==> src/rtl/alu_share_pkg.sv <==
`default_nettype none
// ============================================================================
// Module   : alu_share_pkg
// Purpose  : Shared types, default widths and round-robin pick helper for
//            the ALU sharing scheduler.
// Revision : 1.0
// ============================================================================
package alu_share_pkg;

    localparam int ALU_IN_W  = 60;
    localparam int ALU_OUT_W = 26;
    localparam int c_RR_MAX  = 8;

    typedef enum logic [1:0] {
        ST_IDLE   = 2'd0,
        ST_SETTLE = 2'd1,
        ST_RESP   = 2'd2
    } state_t;

    // One-hot winner: first set bit of valid scanning ptr, ptr+1, ... mod num.
    function automatic logic [c_RR_MAX-1:0] rr_pick(
        input logic [c_RR_MAX-1:0] valid,
        input logic [2:0]          ptr,
        input int                  num
    );
        logic [c_RR_MAX-1:0] pick;
        int                  idx;
        pick = '0;
        for (int k = 0; k < c_RR_MAX; k++) begin
            idx = int'(ptr) + k;
            if (idx >= num) idx = idx - num;
            if (k < num && pick == '0 && idx < c_RR_MAX && valid[idx[2:0]])
                pick[idx[2:0]] = 1'b1;
        end
        return pick;
    endfunction

endpackage
`default_nettype wire

==> src/rtl/alu_share_sched_rr_arbiter.sv <==
`default_nettype none
// ============================================================================
// Module   : rr_arbiter
// Purpose  : Combinational round-robin winner select plus the priority
//            pointer register with its advance enable.
// Revision : 1.0
// ============================================================================
module rr_arbiter
    import alu_share_pkg::*;
#(
    parameter int NUM_REQ = 4,
    parameter int PTR_W   = $clog2(NUM_REQ)
) (
    input  logic               clk,
    input  logic               rst,
    input  logic [NUM_REQ-1:0] valid,
    input  logic               start_en,
    input  logic [PTR_W-1:0]   start_ptr,
    input  logic               adv_en,
    input  logic [PTR_W-1:0]   adv_ptr,
    output logic [NUM_REQ-1:0] grant,
    output logic [PTR_W-1:0]   grant_idx
);

    logic [PTR_W-1:0]    r_ptr;
    logic [PTR_W-1:0]    w_start;
    logic [c_RR_MAX-1:0] w_valid_ext;
    logic [c_RR_MAX-1:0] w_pick;
    logic                w_unused;

    // start_en lets the caller scan from a point other than the stored pointer
    assign w_start     = start_en ? start_ptr : r_ptr;
    assign w_valid_ext = c_RR_MAX'(valid);
    assign w_pick      = rr_pick(w_valid_ext, 3'(w_start), NUM_REQ);
    assign grant       = w_pick[NUM_REQ-1:0];
    assign w_unused    = ^w_pick;

    always_comb begin
        grant_idx = '0;
        for (int i = 0; i < NUM_REQ; i++) begin
            if (grant[i]) grant_idx = PTR_W'(i);
        end
    end

    always_ff @(posedge clk) begin
        if (rst) begin
            r_ptr <= '0;
        end else if (adv_en) begin
            r_ptr <= adv_ptr;
        end
    end

endmodule
`default_nettype wire

==> src/rtl/alu_share_sched.sv <==
`default_nettype none
// ============================================================================
// Module   : alu_share_sched
// Purpose  : Round-robin time-multiplexing of one combinational ALU slice
//            with a programmable settle window. ALU_SHARE_LOCK_EN adds the
//            per-requester grant hold (lock port).
// Revision : 1.0
// ============================================================================
module alu_share_sched
    import alu_share_pkg::*;
#(
    parameter int NUM_REQ = 4,
    parameter int IN_W    = ALU_IN_W,
    parameter int OUT_W   = ALU_OUT_W,
    parameter int SETTLE  = 2
) (
    input  logic                    clk,
    input  logic                    rst,
    input  logic [NUM_REQ-1:0]      req_valid,
    input  logic [NUM_REQ*IN_W-1:0] req_data,
    output logic [NUM_REQ-1:0]      req_ready,
    output logic [NUM_REQ-1:0]      resp_valid,
    input  logic [NUM_REQ-1:0]      resp_ready,
    output logic [OUT_W-1:0]        resp_data,
    output logic [IN_W-1:0]         alu_in,
    input  logic [OUT_W-1:0]        alu_out,
    output logic                    busy
`ifdef ALU_SHARE_LOCK_EN
    ,
    input  logic [NUM_REQ-1:0]      lock
`endif
);

    localparam int         c_PTR_W    = $clog2(NUM_REQ);
    localparam logic [3:0] c_CNT_INIT = 4'(SETTLE - 1);

    state_t               r_state;
    logic [c_PTR_W-1:0]   r_owner;
    logic [3:0]           r_cnt;
    logic [NUM_REQ-1:0]   r_resp_valid;
    logic [OUT_W-1:0]     r_resp_data;
    logic [IN_W-1:0]      r_alu_in;
    logic                 r_busy;
    logic                 r_reserved;

    logic [NUM_REQ-1:0]   w_lock;
    logic [NUM_REQ-1:0]   w_owner_oh;
    logic [NUM_REQ-1:0]   w_arb_valid;
    logic [NUM_REQ-1:0]   w_grant;
    logic [c_PTR_W-1:0]   w_grant_idx;
    logic [c_PTR_W-1:0]   w_owner_next;
    logic [IN_W-1:0]      w_sel_data;
    logic                 w_idle;
    logic                 w_hold;
    logic                 w_release;
    logic                 w_done;
    logic                 w_adv;

`ifdef ALU_SHARE_LOCK_EN
    assign w_lock = lock;
`else
    assign w_lock = '0;
`endif

    assign w_idle       = (r_state == ST_IDLE);
    assign w_owner_oh   = NUM_REQ'(1) << r_owner;
    assign w_owner_next = (r_owner == c_PTR_W'(NUM_REQ - 1)) ? '0 : r_owner + 1'b1;
    assign w_hold       = w_idle && r_reserved && w_lock[r_owner];
    assign w_release    = w_idle && r_reserved && !w_lock[r_owner];
    assign w_done       = (r_state == ST_RESP) && resp_ready[r_owner];
    // A released reservation completes the pointer advance that the lock deferred
    assign w_adv        = (w_done && !w_lock[r_owner]) || w_release;
    assign w_arb_valid  = !w_idle ? '0 : (w_hold ? (req_valid & w_owner_oh) : req_valid);

    rr_arbiter #(
        .NUM_REQ (NUM_REQ),
        .PTR_W   (c_PTR_W)
    ) u_arb (
        .clk       (clk),
        .rst       (rst),
        .valid     (w_arb_valid),
        .start_en  (w_release),
        .start_ptr (w_owner_next),
        .adv_en    (w_adv),
        .adv_ptr   (w_owner_next),
        .grant     (w_grant),
        .grant_idx (w_grant_idx)
    );

    always_comb begin
        w_sel_data = '0;
        for (int i = 0; i < NUM_REQ; i++) begin
            if (w_grant[i]) w_sel_data = req_data[i*IN_W +: IN_W];
        end
    end

    always_ff @(posedge clk) begin
        if (rst) begin
            r_state      <= ST_IDLE;
            r_owner      <= '0;
            r_cnt        <= '0;
            r_resp_valid <= '0;
            r_resp_data  <= '0;
            r_alu_in     <= '0;
            r_busy       <= 1'b0;
            r_reserved   <= 1'b0;
        end else begin
            case (r_state)
                ST_IDLE: begin
                    if (|w_grant) begin
                        r_alu_in   <= w_sel_data;
                        r_owner    <= w_grant_idx;
                        r_cnt      <= c_CNT_INIT;
                        r_busy     <= 1'b1;
                        r_reserved <= 1'b0;
                        r_state    <= ST_SETTLE;
                    end else if (w_release) begin
                        r_reserved <= 1'b0;
                    end
                end
                ST_SETTLE: begin
                    if (r_cnt == 4'd0) begin
                        r_resp_data  <= alu_out;
                        r_resp_valid <= w_owner_oh;
                        r_state      <= ST_RESP;
                    end else begin
                        r_cnt <= r_cnt - 4'd1;
                    end
                end
                ST_RESP: begin
                    if (w_done) begin
                        r_resp_valid <= '0;
                        r_busy       <= 1'b0;
                        r_reserved   <= w_lock[r_owner];
                        r_state      <= ST_IDLE;
                    end
                end
                default: begin
                    r_state <= ST_IDLE;
                end
            endcase
        end
    end

    assign req_ready  = w_grant;
    assign resp_valid = r_resp_valid;
    assign resp_data  = r_resp_data;
    assign alu_in     = r_alu_in;
    assign busy       = r_busy;

endmodule
`default_nettype wire

==> config.mk <==
export PLATFORM = sky130hd
export DESIGN_NAME = alu_share_sched
export DESIGN_NICKNAME = d
export VERILOG_FILES = /design/src/rtl/alu_share_pkg.sv /design/src/rtl/alu_share_sched_rr_arbiter.sv /design/src/rtl/alu_share_sched.sv
export SDC_FILE = /design/constraint.sdc
export NUM_CORES = 1
export LEC_CHECK = 0
export CAP_MARGIN = 30
export CORE_AREA = 5 5 143 145
export DETAILED_ROUTE_END_ITERATION = 8
export DIE_AREA = 0 0 148 150
export GPL_TIMING_DRIVEN = 0
export PLACE_DENSITY = 0.72
export SLEW_MARGIN = 20
export SYNTH_ARGS = -nofsm -noshare
export SYNTH_HDL_FRONTEND = slang
export SYNTH_HIERARCHICAL = 1
export SYNTH_SLANG_ARGS = --single-unit
==> constraint.sdc <==
create_clock -name clk -period 5.6 [get_ports clk]
set_input_delay 1.12 -clock clk [delete_from_list [all_inputs] [get_ports clk]]
set_output_delay 1.12 -clock clk [all_outputs]
set_load 0.01 [all_outputs]
## Word level (Yosys, flattened, before mapping)

Index checks and enable logic that the tools add are counted.

| word-level totals | value |
|---|---|
| bits in registers | 102 |
| output and inout bits | 95 |
| word-level logic and storage cells | 138 |

| operators by class | value |
|---|---|
| add/subtract/negate cells | 9 |
| magnitude comparators | 17 |
| eq/ne operators | 8 |
| shift-type cells | 1 |
| mux-type cells | 56 |
| bitwise logic cells | 4 |
| reduce and logical (&&, ||, !) cells | 34 |

Operator list:

| kind | count |
|---|---|
| 60-bit two-way mux | 4 |
| 32-bit by 5-bit less-than comparator with 1-bit output, second input constant | 4 |
| 32-bit two-way mux | 4 |
| 32-bit by 4-bit greater-or-equal comparator with 1-bit output, second input constant | 3 |
| 32-bit by 4-bit subtractor with 32-bit output, second input constant | 3 |
| 4-bit two-way mux | 7 |
| 8-bit zero test | 3 |
| 8-bit two-way mux | 3 |
| 1-bit logical AND | 16 |
| 3-bit by 4-bit less-than comparator with 1-bit output, second input constant | 4 |
| 1-bit two-way mux | 16 |
| 8-bit OR | 2 |
| 4-bit one-hot mux with 2 select lines | 2 |
| 3-bit AND reduction | 5 |
| 2-bit two-way mux | 7 |
| 1-bit binary-select mux with 3-bit select | 4 |
| 1-bit demux with 3-bit select | 4 |
| 3-bit by 1-bit greater-or-equal comparator with 1-bit output, second input constant | 4 |
| 2-bit by 2-bit adder with 3-bit output, second input constant | 2 |
| 2-bit inequality test, second input constant | 3 |
| 2-bit one-hot mux with 3 select lines | 1 |
| 2-bit nonzero test | 3 |
| 4-bit AND | 1 |
| 1-bit binary-select mux with 2-bit select | 2 |
| 19 further kinds | 22 |

## Depth between registers and ports, before layout

| depth | value |
|---|---|
| depth in word-level cells | 28 |
| depth in mapped cells | 18 |
| depth with buffers taken out | 15 |

## Hierarchy

The synthesis kept the hierarchy.

Modules (own cells, without submodules):

| module | instances | cells each | area each (µm²) |
|---|---|---|---|
| alu_share_sched | 1 | 756 | 6008.3 |
| rr_arbiter | 1 | 81 | 656.9 |

## Worst setup path before layout

OpenSTA, ideal clock, no wires.

| path | value |
|---|---|
| path type | input-to-output |
| start | input req_valid[3] |
| end | output req_ready[1] |
| arrival | 3.009 ns |
| data required time | 4.480 ns |
| setup slack | 1.471 ns |
| stages on the path | 8 |
| path buffers | 1 |
| cells stage by stage | and2_1 -> mux4_2 -> buf_6 -> and2_4 -> nor4_1 -> and3_1 -> a21boi_0 -> o22a_1 |

| on the way | value |
|---|---|
| word-level cells in the longest chain between the ends | 19 |
| elaborated cells on any way between the ends | 28 |
| those cells by class | mux: 14; bitwise: 4; reduce/logical: 10 |

RTL lines:

| item | line | source |
|---|---|---|
| start, declared | alu_share_sched.sv:19 | `input logic [NUM_REQ-1:0] req_valid,` |
| 4-bit AND | alu_share_sched.sv:73 | `assign w_arb_valid = !w_idle ? '0 : (w_hold ? (req_valid & w_owner_oh) : req_valid);` |
| 4-bit two-way mux (*) (2 in series) | alu_share_sched.sv:73 |  |
| 1-bit binary-select mux with 3-bit select | alu_share_pkg.sv:32 | `if (k < num && pick == '0 && idx < c_RR_MAX && valid[idx[2:0]])` |
| 1-bit two-way mux (not written as such) | alu_share_pkg.sv:32 |  |
| 1-bit logical AND | alu_share_pkg.sv:32 |  |
| 8-bit two-way mux | alu_share_pkg.sv:32 |  |
| 8-bit zero test | alu_share_pkg.sv:32 |  |
| 1-bit logical AND (2 in series) | alu_share_pkg.sv:32 |  |
| 8-bit two-way mux | alu_share_pkg.sv:32 |  |
| 8-bit zero test | alu_share_pkg.sv:32 |  |
| 1-bit logical AND (2 in series) | alu_share_pkg.sv:32 |  |
| 8-bit two-way mux | alu_share_pkg.sv:32 |  |
| 8-bit zero test | alu_share_pkg.sv:32 |  |
| 1-bit logical AND (2 in series) | alu_share_pkg.sv:32 |  |
| 4-bit two-way mux (*) | alu_share_pkg.sv:32 |  |
| end, declared | alu_share_sched.sv:21 | `output logic [NUM_REQ-1:0] req_ready,` |

Every way passes the cells marked *; elsewhere a longest branch is shown, timed or not. The select of a mux whose other input is x is not followed.

## Worst setup path in the final report

| path | value |
|---|---|
| start | register u_arb.r_ptr[1] |
| end | output req_ready[3] |

| on the way | value |
|---|---|
| word-level cells in the longest chain between the ends | 20 |
| elaborated cells on any way between the ends | 65 |
| those cells by class | add/sub: 7; order compare: 16; mux: 25; bitwise: 3; reduce/logical: 14 |

RTL lines:

| item | line | source |
|---|---|---|
| start, declared | alu_share_sched_rr_arbiter.sv:25 | `logic [PTR_W-1:0] r_ptr;` |
| start signal, assigned | alu_share_sched_rr_arbiter.sv:49 | `r_ptr <= adv_ptr;` |
| 2-bit two-way mux (*) | alu_share_sched_rr_arbiter.sv:32 | `assign w_start = start_en ? start_ptr : r_ptr;` |
| parallel branches: the longest is 18 deep, another holds 32-bit by 4-bit subtractor with 32-bit output | n/a |  |
| 4-bit two-way mux (*) | alu_share_pkg.sv:32 |  |

Every way passes the cells marked *. The select of a mux whose other input is x is not followed.

==> impl_metrics.csv <==
group,metric,value,unit
timing,maxSlewHeadroom,0.348,
clock_network,clk_pin_slew,0.08,ns
yosys,synth_mux_area_frac,0.0355,
clock_network,cts_root_buffer,"clkbuf_16",
timing,fin_crit_sh,0.964,
routing,vias_per_cell,5.53,
routing,antenna_left,0,
power_and_ir_drop,comb_power_share,0.718,
routing,drtIter0Drc,380,
grt,track_usage,0.258,
yosys,ys_warn_count,6,
place,place_congestion,0.959,
critical_path,required,4.48,ns
yosys,synth-xor-area-share,0,
grt,globalRouteOverflowTotal,0,
power_and_ir_drop,p_leak,0.00400,uW
timing,worst_pin_slew,0.974,ns
place,post-dp-hpwl,24200,um
power_and_ir_drop,sequentialPowerShare,0.172,
critical_path,cp_max_fo,8,
grt,grt_pass1_wl,45000,um
yosys,ys_top_cells_by_area,"dfxtp_1 (30%), a21oi_1 (11%), a221o_1 (8.9%), a311oi_1 (7.2%), nand3b_1 (6.9%)",
power_and_ir_drop,internal_power,3330,uW
critical_path,reg2reg_slack,0.77,ns
die,dieWidth,148,um
yosys,async_reset_ff_frac,0,
die,rows,51,
timing,skew,0.00814,ns
power_and_ir_drop,swShare,0.465,
layout,nets,1507,
critical_path,cp-start-kind,"flop",
yosys,ys.flop_type,"dfxtp_1",
clock_network,cts_setup_buffers,0,
power_and_ir_drop,power_switching,2890,uW
timing,rsz0062_at_grt,"false",
die,floorplan.initialDensity,0.349,
run_status,outcome,"complete, no violations",
yosys,synthCells,837,
die,num_io_pins,371,
layout,drive_gt1_frac,0.0662,
yosys,syn-cell-area,6670,um^2
timing,worst_slack,0.199,ns
grt,grt_max_degree,20,
clock_network,htreeDepth,3,
grt,first_global_vias,8042,
timing,final_max_slew_viol_count,0,
yosys,synth_top_area_share,0.303,
yosys,ys_seq_elements,101,
die,die_h,150,um
clock_network,cts_buffers,9,
die,core_area,19100,um^2
job,maxCapViolCount,0,
die,dieArea,22200,um^2
layout,fin_cells,1464,
routing,routedWlPerCell,20.7,um
yosys,synth_compound_area_frac,0.350,
timing,fin_setup_tns,0,ns
grt,grt_antenna_before_repair,3,
clock_network,clk_path_buf_depth,2,
power_and_ir_drop,clkPwrFrac,0.109,
clock_network,clkLatencyLatePin,0.36,ns
yosys,synth_top_family_by_area,"compound AO/OA/AOI/OAI gates",
critical_path,critPathCaptureType,"output pin",
yosys,synth_cell_type_count,67,
yosys,synth_edf_count,0,
place,portBuffers,370,
routing,drt-pass1-iter-count,5,
timing,max_freq,185,MHz
clock_network,cts.sink_count,101,
routing,vias,8100,
power_and_ir_drop,p_per_area,566,nW/um^2
yosys,yosys.area_share.simple,0.176,
power_and_ir_drop,vdd_ir_drop_max,228,uV
timing,setup_violations,0,
critical_path,arrival,4.28,ns
critical_path,crit_type,"flop to output pin",
layout,area_delta_synth_final,64.9,%
min_path,hp-class,"flop to flop",
timing,finalHoldViolCount,0,
yosys,seq_area_frac_synth,0.303,
place,dp_slack,0.159,ns
routing,drc,0,
routing,wl,30300,um
yosys,synth_top_cell_by_area,"dfxtp_1",
clock_network,cts_tree,"yes",
yosys,post_synth_fa_ha_maj_area_fraction,0.0225,
timing,min_period,5.40,ns
yosys,syn_avg_cell_area,7.96,um^2
place,place_inst,1446,
## state kept, by name (all words and copies together), names as in the netlist
| signal | count |
|---|---|
| resp_valid | 4 |
| r_owner | 2 |
| resp_data | 26 |
| r_cnt | 4 |
| u_arb/r_ptr | 2 |
| busy | 1 |
| alu_in | 60 |
| r_state | 2 |
## what timing repair did
item / 4_1_cts / 5_1_grt
setup endpoints to repair: 0 / 2
gates resized for setup: 0 / 2
hold buffers: 0 / 0
## layout make-up
type	count	area [um^2]
repair buffers	370	3700
multi-input cells	572	3900
clock inverters	7	87.6
inverters	75	284
plain buffers	90	467
flip-flops and latches	101	2020
well taps	238	298
fillers	1796	8090
diodes	2	5.00
clock buffers	9	225
## worst max-delay path, stage by stage, from the launching register on
cell             delay (ns)
dfxtp_1                0.32
mux2i_2                0.39
inv_1                  0.25
ha_1                   0.34
or3_1                  0.40
or2_2                  0.30
a211oi_1               0.32
or2_1                  0.22
nor2_1                 0.08
o41a_1                 0.46
inv_1                  0.23
clkdlybuf4s50_1        0.60
## final timing paths
| path | cells after the start | from | end |
|---|---|---|---|
| min | 2 | busy$_SDFFE_PP0P_ | busy$_SDFFE_PP0P_ |
| min reg2reg | 2 | busy$_SDFFE_PP0P_ | busy$_SDFFE_PP0P_ |
| max reg2reg | 14 | u_arb/r_ptr[1]$_SDFFE_PP0P_ | alu_in[34]$_SDFFE_PP0P_ |
| max | 11 | u_arb/r_ptr[1]$_SDFFE_PP0P_ | req_ready[3] |
## cell usage in the layout (no fill, tap or decap), types with 3 or more instances in the layout
cell type / Yosys / layout
nor2_1: 8 / 8
a22oi_1: 3 / 3
buf_6: 10 / 10
and2_1: 4 / 4
clkbuf_16: 0 / 9
buf_1: 3 / 3
a21oi_1: 148 / 148
nor2b_1: 3 / 3
a21oi_2: 4 / 4
nand2b_1: 3 / 3
mux2i_1: 12 / 11
inv_1: 73 / 73
nand3b_1: 61 / 61
nor3_1: 4 / 4
buf_4: 8 / 8
dfxtp_1: 101 / 101
buf_2: 19 / 19
clkdlybuf4s50_1: 0 / 370
a311oi_1: 55 / 55
a221o_1: 59 / 59
o32ai_1: 5 / 5
clkbuf_1: 50 / 50
or3_1: 3 / 3
o21ai_0: 31 / 31
nand3_1: 29 / 29
ha_1: 12 / 12
o211ai_1: 4 / 4
nand2_1: 74 / 74
a311oi_2: 4 / 4
## per-stage QoR
step | area, um^2 | utilization | power [uW] | hold WS [ns]
6_report | 11000 | 0.576 | 6220 | 0.460
5_1_grt | 11000 | 0.576 | 6660 | 0.490
4_1_cts | 11000 | 0.576 | 6220 | 0.463
3_5_place_dp | 10700 | 0.559 | 5530 | 0.452
3_3_place_gp | 10700 | 0.559 | 5490 | 0.444
2_1_floorplan | 6670 | - | 4000 | 0.460
## power groups by stage
stage	registers, uW	logic, uW	clock network [uW]
3_5_place_dp	1090	4440	0
5_1_grt	1100	4840	720
2_1_floorplan	1160	2840	0
6_report	1070	4470	681
4_1_cts	1070	4450	694
3_3_place_gp	1080	4410	0
## routing by layer
layer,GRT usage,vias to the layer above,routed length (um)
met5,0,-,13
met4,0.111,2,1110
met3,0.0684,64,2390
met2,0.444,340,14800
met1,0.304,3792,12000
li1,-,3902,-
## Yosys cell counts (all sizes together), types with 13 or more instances
cell and instances:
a311oi 59, buf 40, inv 74, mux2i 13
dfxtp 101, a21oi 152, o21ai 32, a221o 59
nand3 29, clkbuf 50, nand2 74, nand3b 61
## logic make-up after synthesis
kind of cell             Yosys count
AO/OA/AOI/OAI                    332
AND/OR/NAND/NOR                  208
buffers and inverters            165
flip-flops                       101
multiplexers                      18
adder cells (fa/ha/maj)           12
other                              1
Note: power is estimated with default switching activity, not from simulation.
